===== src/rtl/io_port.sv =====
// Device-side I/O port for the Basic Computer.
// Holds INPR/FGI, OUTR/FGO, IEN and the interrupt flip-flop R.
// The input side takes bytes on rx; the output side offers OUTR on tx after a fixed delay.
module io_port #(
    parameter int unsigned DW        = 8,
    parameter int unsigned OUT_DELAY = 4
) (
    input  logic          clk,
    input  logic          reset,
    input  logic          inp_ack,
    input  logic          out_ld,
    input  logic [DW-1:0] out_dat,
    input  logic          ion,
    input  logic          iof,
    input  logic          intr_ack,
    input  logic          err_clr,
    output logic [DW-1:0] inpr,
    output logic          fgi,
    output logic          fgo,
    output logic          ien,
    output logic          irq,
    output logic [1:0]    err,
    input  logic [DW-1:0] rx_dat,
    input  logic          rx_valid,
    output logic          rx_ready,
    output logic [DW-1:0] tx_dat,
    output logic          tx_valid,
    input  logic          tx_ready
);

    localparam int unsigned CW = (OUT_DELAY == 0) ? 1 : $clog2(OUT_DELAY + 1);
    localparam logic [CW-1:0] CNT_LOAD = CW'((OUT_DELAY == 0) ? 0 : OUT_DELAY - 1);

    typedef enum logic [1:0] {
        S_IDLE = 2'd0,
        S_WAIT = 2'd1,
        S_SEND = 2'd2
    } state_t;

    state_t        state;
    state_t        state_nxt;
    logic [CW-1:0] cnt;
    logic [CW-1:0] cnt_nxt;
    logic [DW-1:0] outr;

    logic          out_load;
    logic          out_err;
    logic          tx_done;
    logic          rx_accept;
    logic          inp_err;

    // Output FSM state and delay counter register
    always_ff @(posedge clk) begin
        if (reset) begin
            state <= S_IDLE;
            cnt   <= '0;
        end else begin
            state <= state_nxt;
            cnt   <= cnt_nxt;
        end
    end

    // Output FSM next-state and counter logic
    always_comb begin
        state_nxt = state;
        cnt_nxt   = cnt;
        case (state)
            S_IDLE: begin
                if (out_ld) begin
                    if (OUT_DELAY == 0) begin
                        state_nxt = S_SEND;
                    end else begin
                        state_nxt = S_WAIT;
                        cnt_nxt   = CNT_LOAD;
                    end
                end
            end
            S_WAIT: begin
                if (cnt == '0) begin
                    state_nxt = S_SEND;
                end else begin
                    cnt_nxt = cnt - CW'(1);
                end
            end
            S_SEND: begin
                if (tx_ready) begin
                    state_nxt = S_IDLE;
                end
            end
            default: state_nxt = S_IDLE;
        endcase
    end

    // Output FSM decodes: tx handshake, OUT acceptance and misuse
    always_comb begin
        tx_valid = 1'b0;
        out_load = 1'b0;
        out_err  = 1'b0;
        tx_done  = 1'b0;
        tx_valid = (state == S_SEND);
        out_load = out_ld & (state == S_IDLE);
        out_err  = out_ld & (state != S_IDLE);
        tx_done  = (state == S_SEND) & tx_ready;
    end

    // Input side handshake: a byte is only taken while FGI is clear
    assign rx_ready  = ~fgi;
    assign rx_accept = rx_valid & ~fgi;
    assign inp_err   = inp_ack & ~fgi;
    assign tx_dat    = outr;

    // Data registers and flags
    always_ff @(posedge clk) begin
        if (reset) begin
            inpr <= '0;
            fgi  <= 1'b0;
            outr <= '0;
            fgo  <= 1'b1;
        end else begin
            if (rx_accept) begin
                inpr <= rx_dat;
                fgi  <= 1'b1;
            end else if (inp_ack) begin
                fgi  <= 1'b0;
            end
            if (out_load) begin
                outr <= out_dat;
                fgo  <= 1'b0;
            end else if (tx_done) begin
                fgo  <= 1'b1;
            end
        end
    end

    // Interrupt enable and R flip-flop; clears take priority over sets
    always_ff @(posedge clk) begin
        if (reset) begin
            ien <= 1'b0;
            irq <= 1'b0;
        end else begin
            if (iof | intr_ack) begin
                ien <= 1'b0;
            end else if (ion) begin
                ien <= 1'b1;
            end
            if (intr_ack) begin
                irq <= 1'b0;
            end else if (ien & (fgi | fgo)) begin
                irq <= 1'b1;
            end
        end
    end

    // Sticky error bits; a fresh error wins over a clear in the same cycle
    always_ff @(posedge clk) begin
        if (reset) begin
            err <= 2'b00;
        end else begin
            err[0] <= inp_err | (err[0] & ~err_clr);
            err[1] <= out_err | (err[1] & ~err_clr);
        end
    end

endmodule


===== config.mk =====
export PLATFORM = sky130hd
export DESIGN_NAME = io_port
export DESIGN_NICKNAME = d
export VERILOG_FILES = /design/src/rtl/io_port.sv
export SDC_FILE = /design/constraint.sdc
export NUM_CORES = 1
export LEC_CHECK = 0
export ABC_AREA = 1
export ABC_CLOCK_PERIOD_IN_PS = 1490
export BUFFER_PORTS_ARGS = -buffer_cell sky130_fd_sc_hd__buf_4
export CAP_MARGIN = 0
export CORE_MARGIN = 2
export CORE_UTILIZATION = 33
export DETAILED_ROUTE_END_ITERATION = 7
export HOLD_SLACK_MARGIN = 0.08
export SLEW_MARGIN = 20
export SYNTH_ARGS = -nofsm -noshare
export SYNTH_HDL_FRONTEND = slang
export SYNTH_SLANG_ARGS = --single-unit

===== constraint.sdc =====
create_clock -name clk -period 1.49 [get_ports clk]
set_clock_uncertainty 0.1 [all_clocks]
set_input_delay 0 -clock clk [delete_from_list [all_inputs] [get_ports clk]]
set_output_delay 0 -clock clk [all_outputs]
set_load 0.01 [all_outputs]

==> flow_metrics.env, run 1 <==
export IMPL_setup_viol=0
export IMPL_r2r_cells=5
export IMPL_r2r_end="err[1]"
export IMPL_grt_use_total_pct=16.4
export IMPL_clkSlewWorstSetupHoldPaths_ns=0.15
export IMPL_dp_hpwl_mm=1.87
export IMPL_startpoint_type="input port"
export IMPL_worstHoldStart="rx_valid"
export IMPL_worstSetupPathType="in -> reg"
export IMPL_cts_buffers=3
export IMPL_clk_latency_ns=0.32
export IMPL_mostFrequentLayoutCells="49 x buf_4, 39 x nor2_1, 27 x dlygate4sd3_1"
export IMPL_synth_largest_area_cell="dfxtp_1"
export IMPL_worst_pin_slew_ns=0.547
export IMPL_endpoint_kind="register"
export IMPL_syn_to_final_growth_pct=67.3
export IMPL_grt_pass1_vias=1112
export IMPL_clock_fmax_mhz=704
export IMPL_routed_wl_mm=2.72
export IMPL_core_rowCount=20
export IMPL_synth_fp_nets=163
export IMPL_core_area_um2=3030
export IMPL_yosys_register_bits=27
export IMPL_crit_fanout=2
export IMPL_die_w_um=60.3
export IMPL_reg2reg_slack_ns=0.10
export IMPL_via_count=1093
export IMPL_die_y_um=60.3
export IMPL_initial_core_util_pct=34.5
export IMPL_ys_async_sr_fraction_pct=0
export IMPL_fin_util_pct=57.8
export IMPL_synth_area_um2=1050
export IMPL_hp_class="in -> reg"
export IMPL_drt_initial_drc_count=21
export IMPL_clockBufferDepth=2
export IMPL_rr_startpoint="state[1]"
export IMPL_die_area_um2=3640
export IMPL_grt_first_pass_wirelength_mm=4.49
export IMPL_setup_tns_final_ns=0
export IMPL_drt_met1_wl_mm=1.07
export IMPL_netlist_area_leader_share_pct=51.7
export IMPL_root_buffer="clkbuf_4"
export IMPL_ys_flop_type="dfxtp_1"
export IMPL_status="finished, final reports clean"
export IMPL_synth_warnings=0
export IMPL_gp_congestion=0.818
export IMPL_period_minus_slack_ns=1.42
export IMPL_drv_slew=0
export IMPL_wl_met2_mm=1.41
export IMPL_finalHoldViolCount=0
export IMPL_wl_per_cell_um=10.6
export IMPL_required_ns=1.66
export IMPL_maxUsedRoutingLayer="met4"
export IMPL_ys_top_cells_by_area="dfxtp_1 52%, nor2_1 14%, o21ai_0 8.6%"
export IMPL_vias_per_cell=4.27
export IMPL_io_buffers=49
export IMPL_n_antenna_cell=0
export IMPL_maxCapViolCount=0
export IMPL_syn_avg_cell_area_um2=7.75
export IMPL_grt_ovfl_total=0
export IMPL_ir_worst_vdd_v=0.000526
export IMPL_synth_enable_flop_cells=0
export IMPL_whs_endpoint="inpr[0]"
export IMPL_cts_sinks=27
export IMPL_min_period_over_period_pct=95.4
export IMPL_rsz0062_at_grt="no"
export IMPL_dr_pass1_iters=4
export IMPL_mostFrequentLayoutCell="buf_4"
export IMPL_hold_path_depth=4
export IMPL_synth_cell_types=22
export IMPL_layout_drive_gt1_share_pct=31.6
export IMPL_fill_cells=277
export IMPL_crit_arrival_ns=1.59
export IMPL_max_slew_margin_pct=63.5
export IMPL_seq_area_frac_synth_pct=51.7
export IMPL_cts_tree="yes"
export IMPL_boundaryPins=50
export IMPL_p_leak_nw=0.847
export IMPL_antenna_found_initial=0
export IMPL_drc=0
export IMPL_wl_met3_um=188
export IMPL_grt_max_degree=22
export IMPL_htreeDepth=1
export IMPL_synth_cells=135
export IMPL_p_per_area_nw_per_um2=886
export IMPL_num_nets_final=241
export IMPL_ant_nets=0
-- stage by stage --
step	cell area (um2)	cells	total power, mW	setup slack (ns)	hold WS [ns]
final	1750	256	1.55	0.0688	0.105
after global routing	1750	256	1.66	0.0193	0.129
after CTS	1750	256	1.58	0.0652	0.103
after detailed placement	1450	225	1.20	0.268	0.0684
after global placement	1450	225	1.19	0.291	0.0679
after floorplan	1050	135	1.03	0.360	-0.0309
-- layout make-up --
class	instances	area (um2)	area share, %
Inverter	16	65.1	3.72
Clock inverter	1	5.00	0.286
Multi-Input combinational cell	89	419	23.9
Sequential cell	27	546	31.2
Clock buffer	3	22.5	1.29
Tap cell	44	55.1	3.15
Timing Repair Buffer	76	638	36.5
-- routing by layer --
layer | global-route usage (%) | vias to the layer above
met1 | 17.1 | 477
met3 | 6.71 | 6
met2 | 29.8 | 32
met5 | 0 | -
li1 | - | 578
met4 | 5.08 | 0
-- cells in the mapped netlist, types with 2 or more instances --
cell type / n
ha_1: 2
nor2_1: 39
nand2_2: 2
o21ai_0: 18
nand3_1: 2
inv_2: 4
dfxtp_1: 27
a21oi_1: 4
nand2_1: 14
inv_1: 11
-- registers in the layout, summed over array words and instances, names as in the netlist --
register	count
inpr	8
err	2
fgo	1
irq	1
state	2
cnt	3
ien	1
tx_dat	8
fgi	1
-- critical path, stage by stage --
cell	delay, ns
dlygate4sd3_1	0.55
buf_4	0.15
nor4_1	0.29
dlygate4sd3_1	0.61
-- logic make-up (layout without fill, tap and decap cells) --
family                     Yosys count  in the layout  share of synthesized area (%)
DFF                                 27             27                           51.7
buffers and inverters               19             96                           8.25
adders and majority gates            2              2                           2.39
and+or+nand+nor                     61             61                           24.5
AOI/OAI and AO/OA                   26             26                           13.2
-- worst max path at each step --
stage,start,end
floorplan,cnt[0],cnt[1]
finish,intr_ack,ien
global route,fgo,irq
CTS,fgo,irq
global placement,state[0],cnt[1]
detailed placement,state[0],cnt[1]
-- timing repair --
item	CTS	global route
setup buffers	0	0
gates resized for setup	0	4
hold endpoints to repair	24	0
hold buffers	27	0
setup endpoints to repair	0	2
-- power breakdown --
group / switching [mW] / leakage, nW / internal [mW]
registers: 0.0361 / 0.224 / 0.790
clock network: 0.214 / 0.0177 / 0.101
logic: 0.194 / 0.605 / 0.216
Power figures use the tool's default switching activity.
==> run 2: changes to the inputs <==
--- a/config.mk
+++ b/config.mk
@@ -10,9 +10,10 @@
 export BUFFER_PORTS_ARGS = -buffer_cell sky130_fd_sc_hd__buf_4
 export CAP_MARGIN = 0
 export CORE_MARGIN = 2
-export CORE_UTILIZATION = 33
+export CORE_UTILIZATION = 44
 export DETAILED_ROUTE_END_ITERATION = 7
-export HOLD_SLACK_MARGIN = 0.08
+export PLACE_DENSITY = 0.77
+export SKIP_LAST_GASP = 1
 export SLEW_MARGIN = 20
 export SYNTH_ARGS = -nofsm -noshare
 export SYNTH_HDL_FRONTEND = slang
==> run 2 against run 1 <==
  * Sequential share of layout area up 0.73 points
  * Count of clock-buffer cells in the layout unchanged
  * Critical endpoint is now irq
  * Clock power about the same
  * Critical path type is now reg -> reg
  * Critical path depth down 1
  * Sequential power about the same
  * Fmax up 1.2%
  * Largest cell class unchanged
  * Non-clock buffer count down 2
  * First-iteration DRC count down 14%
==> flow_metrics.env, run 2 (synthesis results as in run 1) <==
export IMPL_setup_viol=0
export IMPL_crit_arrival_ns=1.58
export IMPL_die_area_um2=2780
export IMPL_seq_area_um2=546
export IMPL_worstSetupPathType="reg -> reg"
export IMPL_layout_drive_gt1_share_pct=31.9
export IMPL_wl_per_cell_um=12.2
export IMPL_crit_end="irq"
export IMPL_cts_buffers=3
export IMPL_cts_tree="yes"
export IMPL_htreeDepth=1
export IMPL_gp_congestion=0.751
export IMPL_min_period_over_period_pct=94.3
export IMPL_drt_initial_drc_count=18
export IMPL_core_rowCount=17
export IMPL_multi_input_area_um2=419
export IMPL_required_ns=1.66
export IMPL_rsz0062_at_grt="no"
export IMPL_num_nets_final=239
export IMPL_dp_hpwl_mm=1.83
export IMPL_crit_fanout=3
export IMPL_grt_pass1_vias=1102
export IMPL_clk_latency_ns=0.33
export IMPL_boundaryPins=50
export IMPL_ir_worst_vdd_v=0.000720
export IMPL_vias_per_cell=4.76
export IMPL_slowest_delay_ns=0.58
export IMPL_via_count=1132
export IMPL_grt_use_total_pct=22.6
export IMPL_grt_max_degree=22
export IMPL_antenna_found_initial=0
export IMPL_p_per_area_nw_per_um2=909
export IMPL_power_total_mw=1.56
export IMPL_grt_ovfl_total=0
export IMPL_startpoint_type="register"
export IMPL_setup_tns_final_ns=0
export IMPL_root_buffer="clkbuf_4"
export IMPL_finalHoldViolCount=0
export IMPL_cts_sinks=27
export IMPL_worst_pin_slew_ns=0.521
export IMPL_slowest_stage="dlygate4sd3_1"
export IMPL_fin_util_pct=76.6
export IMPL_status="finished, final reports clean"
export IMPL_holdWs_ns=0.0824
export IMPL_die_w_um=52.8
export IMPL_dr_pass1_iters=4
export IMPL_drv_slew=0
export IMPL_io_buffers=49
export IMPL_fin_area_um2=1710
export IMPL_period_minus_slack_ns=1.40
export IMPL_r2r_end="irq"
export IMPL_post_cts_setup_buffers=0
export IMPL_placed_cell_area_um2=1430
export IMPL_clkSlewWorstSetupHoldPaths_ns=0.14
export IMPL_endpoint_kind="register"
export IMPL_p_leak_nw=0.838
export IMPL_n_antenna_cell=0
export IMPL_die_y_um=52.8
export IMPL_clock_fmax_mhz=712
export IMPL_grt_first_pass_wirelength_mm=4.61
export IMPL_core_area_um2=2230
export IMPL_fill_cells=154
export IMPL_mostFrequentLayoutCell="buf_4"
export IMPL_max_slew_margin_pct=65.2
export IMPL_path_cells="o21ai_1 > a211oi_1 > dlygate4sd3_1"
export IMPL_hp_class="in -> reg"
export IMPL_mostFrequentLayoutCells="49 x buf_4, 39 x nor2_1, 25 x dlygate4sd3_1"
export IMPL_r2r_cells=3
export IMPL_syn_to_final_growth_pct=63.5
export IMPL_clockBufferDepth=2
export IMPL_rr_startpoint="fgo"
export IMPL_drc=0
export IMPL_maxCapViolCount=0
export IMPL_routed_wl_mm=2.89
export IMPL_ant_nets=0
export IMPL_crit_path_start="fgo"
export IMPL_initial_core_util_pct=46.8
export IMPL_reg2reg_slack_ns=0.09
-- run 2: cell count changes in the layout (fill, tap and decap cells not counted), sizes merged --
cell / previous run / this run
dlygate4sd3: 27 / 25
-- run 2: through the flow --
| stage | instances | setup WS [ns] |
|---|---|---|
| CTS | 238 | 0.0877 |
| global route | 238 | 0.0285 |
| detailed placement | 209 | 0.271 |
| finish | 238 | 0.0852 |
| floorplan | 135 | 0.360 |
| global placement | 209 | 0.309 |
-- run 2: critical path, delay by kind of cell, from the launching register on --
kind / cells / cell delay (ns)
buffers and inverters: 1 / 0.58
DFF: 1 / 0.37
AOI/OAI and AO/OA: 2 / 0.31
-- run 2: layout make-up --
| type | count | share of cell area (%) |
|---|---|---|
| clock buffers | 3 | 1.32 |
| clock inverters | 1 | 0.293 |
| flip-flops and latches | 27 | 31.9 |
| multi-input cells | 89 | 24.5 |
| well taps | 28 | 2.05 |
| repair buffers | 74 | 36.1 |
| inverters | 16 | 3.80 |
-- run 2: how the worst min path moves through the flow --
stage | from | endpoint | slack [ns] | depth (start not counted)
6_report | rx_valid | inpr[7] | 0.08 | 4
5_1_grt | out_ld | fgo | 0.11 | 4
4_1_cts | out_ld | fgo | 0.07 | 4
3_5_place_dp | iof | ien | 0.07 | 2
3_3_place_gp | iof | ien | 0.07 | 2
2_1_floorplan | reset | err[0] | -0.03 | 1
-- run 2: layer usage --
layer,share of wire (%),GRT usage (%),vias up
met5,0,0,-
met4,0.86,5.13,0
met3,4.1,4.57,5
met2,55,42.1,26
met1,40,26.1,528
li1,-,-,573
-- run 2: timing repair --
action,CTS,global route
resized for setup,0,5
endpoints found under the hold margin,24,0
hold buffers,25,0
setup endpoints to repair,0,2
-- run 2: power by group --
| group | internal [mW] | total [mW] | switching [mW] | leakage (nW) |
|---|---|---|---|---|
| clock | 0.101 | 0.313 | 0.212 | 0.0177 |
| sequential | 0.790 | 0.829 | 0.0394 | 0.224 |
| combinational | 0.212 | 0.413 | 0.201 | 0.595 |
